`config.mk`:
```
export PLATFORM = sky130hd
export DESIGN_NAME = snd_cmd_queue_flat
export DESIGN_NICKNAME = d
export VERILOG_FILES = /design/src/rtl/snd_cmd_queue_if.sv /design/src/rtl/snd_cmd_queue.sv /design/src/flat_wrapper.sv
export SDC_FILE = /design/constraint.sdc
export NUM_CORES = 1
export LEC_CHECK = 0
export BUFFER_PORTS_ARGS = -buffer_cell sky130_fd_sc_hd__buf_2
export CAP_MARGIN = 20
export CELL_PAD_IN_SITES_DETAIL_PLACEMENT = 1
export CELL_PAD_IN_SITES_GLOBAL_PLACEMENT = 2
export CORE_ASPECT_RATIO = 0.75
export CORE_UTILIZATION = 43
export DETAILED_ROUTE_END_ITERATION = 10
export HOLD_SLACK_MARGIN = 0.02
export PLACE_DENSITY_LB_ADDON = 0.15
export SLEW_MARGIN = 10
export SYNTH_ARGS = -nofsm -noshare
export SYNTH_HDL_FRONTEND = slang
export SYNTH_SLANG_ARGS = --single-unit
```
`constraint.sdc`:
```
create_clock -name clk8M -period 5.4 [get_ports clk8M]
set_clock_uncertainty 0.15 [all_clocks]
set_input_delay 0.27 -clock clk8M [delete_from_list [all_inputs] [get_ports clk8M]]
set_output_delay 0.27 -clock clk8M [all_outputs]
set_load 0.1 [all_outputs]
```
`src/rtl/snd_cmd_queue_if.sv`:
```
// Command-side and play-side signals of the sound-command queue.
// master = CPU/sound-board environment, slave = the queue itself.
interface snd_cmd_queue_if;
    logic       cmd_wr;
    logic [7:0] cmd_dt;
    logic [7:0] sndno;
    logic       sndstart;
    logic       cmd_full;
    logic       cmd_ovf;
    logic       busy;

    modport master (output cmd_wr, cmd_dt,
                    input  sndno, sndstart, cmd_full, cmd_ovf, busy);
    modport slave  (input  cmd_wr, cmd_dt,
                    output sndno, sndstart, cmd_full, cmd_ovf, busy);
endinterface

```
`src/rtl/snd_cmd_queue.sv`:
```
// Buffers CPU sound-command bytes and replays them as spaced sndno/sndstart requests.
// Build option: SNDCMD_DROPOLD_EN makes a write into a full FIFO evict the oldest entry.
module snd_cmd_queue #(
    parameter int DEPTH   = 4,
    parameter int HOLD    = 8,
    parameter int SPACING = 8000
) (
    input logic            clk8M,
    input logic            reset,
    snd_cmd_queue_if.slave bus
);
    localparam int AW = $clog2(DEPTH);
    localparam int CW = AW + 1;
    localparam int TW = $clog2(SPACING);

    typedef enum logic [1:0] {IDLE, ASSERT, SPACE} state_t;

    state_t         state;
    logic [TW-1:0]  timer;
    logic [7:0]     mem [DEPTH];
    logic [AW-1:0]  rd_ptr, wr_ptr;
    logic [CW-1:0]  count;
    logic [7:0]     sndno_q;
    logic           sndstart_q;
    logic           ovf_q;

    logic full, empty, pop, wr_full, push, drop, rd_adv;

    assign full    = (count == CW'(DEPTH));
    assign empty   = (count == '0);
    assign pop     = (state == IDLE) && !empty;
    // A pop in the same cycle frees a slot, so only a write with no pop counts as overflow.
    assign wr_full = bus.cmd_wr && full && !pop;

`ifdef SNDCMD_DROPOLD_EN
    assign push = bus.cmd_wr;
    assign drop = wr_full;
`else
    assign push = bus.cmd_wr && !wr_full;
    assign drop = 1'b0;
`endif

    assign rd_adv = pop || drop;

    // Storage needs no reset: emptiness is tracked by count.
    always_ff @(posedge clk8M) begin
        if (push) mem[wr_ptr] <= bus.cmd_dt;
    end

    always_ff @(posedge clk8M) begin
        if (reset) begin
            rd_ptr <= '0;
            wr_ptr <= '0;
            count  <= '0;
            ovf_q  <= 1'b0;
        end else begin
            if (push)   wr_ptr <= wr_ptr + AW'(1);
            if (rd_adv) rd_ptr <= rd_ptr + AW'(1);
            if (push && !rd_adv)      count <= count + CW'(1);
            else if (rd_adv && !push) count <= count - CW'(1);
            if (wr_full) ovf_q <= 1'b1;
        end
    end

    always_ff @(posedge clk8M) begin
        if (reset) begin
            state      <= IDLE;
            timer      <= '0;
            sndno_q    <= 8'h00;
            sndstart_q <= 1'b0;
        end else begin
            case (state)
                IDLE: if (!empty) begin
                    sndno_q    <= mem[rd_ptr];
                    sndstart_q <= 1'b1;
                    timer      <= '0;
                    state      <= ASSERT;
                end
                ASSERT: begin
                    timer <= timer + TW'(1);
                    if (timer == TW'(HOLD - 1)) begin
                        sndstart_q <= 1'b0;
                        state      <= SPACE;
                    end
                end
                SPACE: begin
                    // Hold the timer on exit so it cannot wrap when SPACING is a power of two.
                    if (timer == TW'(SPACING - 1)) state <= IDLE;
                    else                           timer <= timer + TW'(1);
                end
                default: state <= IDLE;
            endcase
        end
    end

    assign bus.sndno    = sndno_q;
    assign bus.sndstart = sndstart_q;
    assign bus.cmd_full = full;
    assign bus.cmd_ovf  = ovf_q;
    assign bus.busy     = (state != IDLE) || !empty;
endmodule

```
`src/flat_wrapper.sv`:
```
// flat-port wrapper written by rule: the top's interface ports become plain ports
module snd_cmd_queue_flat 
#(
    parameter int DEPTH   = 4,
    parameter int HOLD    = 8,
    parameter int SPACING = 8000
)
  (clk8M, reset, bus_cmd_wr, bus_cmd_dt, bus_sndno, bus_sndstart, bus_cmd_full, bus_cmd_ovf, bus_busy);
  snd_cmd_queue_if bus_i ();
  input logic clk8M;
  input logic reset;
  input wire logic [$bits(bus_i.cmd_wr)-1:0] bus_cmd_wr;
  input wire logic [$bits(bus_i.cmd_dt)-1:0] bus_cmd_dt;
  output wire logic [$bits(bus_i.sndno)-1:0] bus_sndno;
  output wire logic [$bits(bus_i.sndstart)-1:0] bus_sndstart;
  output wire logic [$bits(bus_i.cmd_full)-1:0] bus_cmd_full;
  output wire logic [$bits(bus_i.cmd_ovf)-1:0] bus_cmd_ovf;
  output wire logic [$bits(bus_i.busy)-1:0] bus_busy;
  assign bus_i.cmd_wr = bus_cmd_wr;
  assign bus_i.cmd_dt = bus_cmd_dt;
  assign bus_sndno = bus_i.sndno;
  assign bus_sndstart = bus_i.sndstart;
  assign bus_cmd_full = bus_i.cmd_full;
  assign bus_cmd_ovf = bus_i.cmd_ovf;
  assign bus_busy = bus_i.busy;
  snd_cmd_queue #(.DEPTH(DEPTH), .HOLD(HOLD), .SPACING(SPACING)) u_core (.clk8M(clk8M), .reset(reset), .bus(bus_i));
endmodule
```
==> out/results.txt <==
The run finished with clean final reports. The area enclosed by the die boundary was 0.00708 mm^2; the number of global-route vias before repair was 2,070. Summed over all cells, the static leakage comes to 1.19 nW. Clock latency on the worst-skew pair, taken at its later pin, is 0.34 ns. The count of hold buffers inserted by post-cts repair was 9. Ranked by total cell area, the synthesized netlist is headed by edfxtp_1 (33%), dfxtp_1 (22%), mux4_2 (6.2%). VDD sags by at most 0.225 mV. The clock slew seen by the registers of the worst setup and hold paths was 0.07 ns; the maximum number of pins on one net before global-route repair was 33. Summed over all instances, the cell type with the most area after synthesis is edfxtp_1. Number of antenna violations at the first check in global routing: 0. The tools report the startpoint of the tightest hold check path as reset.

The clock net in this run drives a total of 64 sinks. At the worst endpoint, the arrival time is 2.98 ns. The period utilization works out to 0.529. For this run, the number of Yosys warnings is 0. The proportion of synthesized flip-flops having asynchronous set or reset was 0. For the combinational share of power, the log shows 0.418.

The core region is 0.00641 mm^2. The top-area cell type share of the netlist area was 0.331; the total number of vias was 2,044. The tools report the total number of H-tree levels as 3.

In this run, synthesis produced a sequential element count of 64. Together, buffers and inverters on the worst path number 3. After synthesis the cells add up to 0.00290 mm^2. Max-cap violations in this run came to 0. The internal portion of the total power is 1.02 mW. STA classifies the critical path startpoint as a register. Setup violations remaining at the end of the flow were counted as 0. For the pin with the worst max-slew slack, the measured transition is 0.750 ns. In this run the worst path has a maximum fanout of 12. The met2 routing resource usage after global routing was 0.297. TritonCTS built the clock tree. For the I/O pin total, the log shows 23. The tools report the final hold violation count as 0. In this design, the stage delay of the slowest critical-path cell is 0.49 ns. In the synthesized netlist the dominant register cell turns out to be edfxtp_1. The setup slack of the most critical reg-to-reg path is 2.54 ns, and the die height is 73.1 um. The total clock buffers created by CTS was 9; the total number of placement rows was 25. The die outline width is 96.8 um, and the starting density of the core is 0.452. Leaving out fill and tap cells, the most frequent cells in the layout are dfxtp_1 (32), edfxtp_1 (32), nand2_1 (25), buf_2 (22), a21oi_1 (14). The proportion of layout cells with a drive suffix above 1 is 0.190. CTS placed an instance of clkbuf_8 at the clock tree root. Total global routing track utilization: 0.204. Static timing analysis puts the maximum clock frequency at 350 MHz. In the routed design, unresolved DRC markers number 0. The logs give 10,800 um for the first-pass GRT wire length and 0 ns for the setup TNS. Routability-driven placement finished with a final weighted congestion of 0.742. The signal on the critical path passes through inv_1, ha_1, o31a_1, clkinv_1, ha_1, inv_1, fa_1, xor2_1, or3_1, a21oi_1. The routed length per placed instance was 18.6 um. The run gives 0.519 as the post-route core utilization. Layer carrying the most global-route usage: met2. The tools report the overall routed net length as 6610 um.

The net count of the finished layout is 292. The logs give 0 for the total inserted antenna cells and 331 for the post-placement cell count. Standard cell with the maximum stage delay on the critical path: o31a_1.

The run gives 0.283 ns as the final-layout worst hold slack. The post-synthesis sequential area ratio is 0.552. Dividing total power by cell area gives a power density of 546 mW/mm^2. The net switching power figure came out at 0.794 mW.

Setup repair after global routing left no endpoint under its margin. The run gives 124 as the count of routing violations after the opening detailed-route iteration. In this run the critical register-to-register path is launched from u_core.state[0]. The number of enable-type register cells in the synthesized netlist is 32, and the post-synthesis average cell area is 12.1 um^2. The switching part of the total power is 0.437, and the HPWL after detailed placement is 4670 um. The global-route met3 utilization is 0.0584.

Summed over all layers, the global routing overflow is 0. The number of distinct library cells after synthesis was 50. Broken down by cell family, the worst path's largest delay share belongs to adder cells. The layout has 693 filler cells.

The logs give 0.292 for the met1 track demand over resource in global routing and 0.225 for the relative contribution of the clock network to total power. The worst path needs 2.86 ns of the cycle, external delays included. At the worst endpoint, the required time is 5.52 ns. For this run, the detailed router's first-pass iteration total came to 4.

The logs give 0 for the post-CTS setup-driven buffer insertion count and 0 for the post-cts repair resize count. Leaving out filler cells and counting taps, the final layout contains 355. In this run the remaining antenna-violating nets after routing total 0. Type of the worst min-delay path: input pin to register. The post-detailed-route via-to-cell ratio is 5.76. The type of element capturing the critical path was a register. The clock passes through at most 2 buffers.

The critical path is of the register to register type. The headroom to the max-slew limit was 0.498; the net count after synthesis was 262. The max-slew violation count is 0. In this run the worst setup path begins at u_core.state[0].

The number of buffers inserted by port buffering was 22; the count of mapped cells out of synthesis was 240. The area growth from synthesis to layout is 14.7%. The share of total power in sequential cells was 0.357.
[cells in the mapped netlist, types with 5 or more instances]
library cell	instances
a32o_1	9
mux4_2	8
ha_1	10
nand4_1	6
nor3_1	6
inv_1	9
edfxtp_1	32
nand2_1	25
nand3_1	7
nor2_1	10
o211ai_1	5
a21oi_1	14
nor4_1	5
nor3b_1	5
dfxtp_1	32
clkbuf_1	5
[final timing paths]
path / cells after the start / end
setup reg to reg: 10 / u_core.count[2]
hold reg to reg: 2 / u_core.bus.sndno[6]
hold / removal: 2 / u_core.wr_ptr[0]
setup / recovery: 10 / u_core.count[2]
[per-stage QoR]
| step | setup WS, ns | power [mW] | area, um^2 |
|---|---|---|---|
| 2_1_floorplan | 2.37 | 1.27 | 2900 |
| 3_3_place_gp | 2.67 | 1.40 | 3040 |
| 3_5_place_dp | 2.54 | 1.42 | 3040 |
| 4_1_cts | 2.52 | 1.84 | 3330 |
| 5_1_grt | 2.30 | 1.93 | 3330 |
| 6_report | 2.54 | 1.82 | 3330 |
[kinds of logic (layout without fill, tap and decap cells)]
| kind of cell | after synthesis | count (layout) | share of synthesized area |
|---|---|---|---|
| muxes | 11 | 11 | 0.0725 |
| xor gates and xnor gates | 5 | 5 | 0.0151 |
| adders and majority gates | 11 | 11 | 0.0500 |
| and+or+nand+nor | 84 | 84 | 0.164 |
| AOI/OAI and AO/OA | 43 | 43 | 0.109 |
| buffers and inverters | 22 | 56 | 0.0371 |
| DFF | 64 | 64 | 0.552 |
[final cells by class]
type                            instances  area (um^2)  area share
Sequential cell                        64         1600       0.481
Multi-Input combinational cell        154         1190       0.358
Timing Repair Buffer                   31          200      0.0602
Clock buffer                           10          138      0.0414
Tap cell                               81          101      0.0305
Clock inverter                          5         57.6      0.0173
Inverter                               10         37.5      0.0113
[registers in the layout, indices dropped and copies added, names as in the netlist]
register and flops:
u_core.rd_ptr 2, u_core.bus.sndno 8, u_core.mem 32, u_core.count 3, u_core.state 2, u_core.timer 13, u_core.wr_ptr 2, u_core.bus.cmd_ovf 1
u_core.bus.sndstart 1
[power by group through the flow]
stage	sequential (mW)	clock, mW	combinational (mW)
after floorplan	0.832	0	0.435
after global placement	0.658	0	0.743
after detailed placement	0.663	0	0.757
after CTS	0.652	0.421	0.767
after global routing	0.661	0.445	0.819
final	0.649	0.409	0.759
[layer usage]
metal	up-vias	share of wire
met5	-	0
met3	9	0.056
met1	1006	0.49
met4	0	0.013
li1	980	-
met2	49	0.44
(Power assumes the default switching activity.)
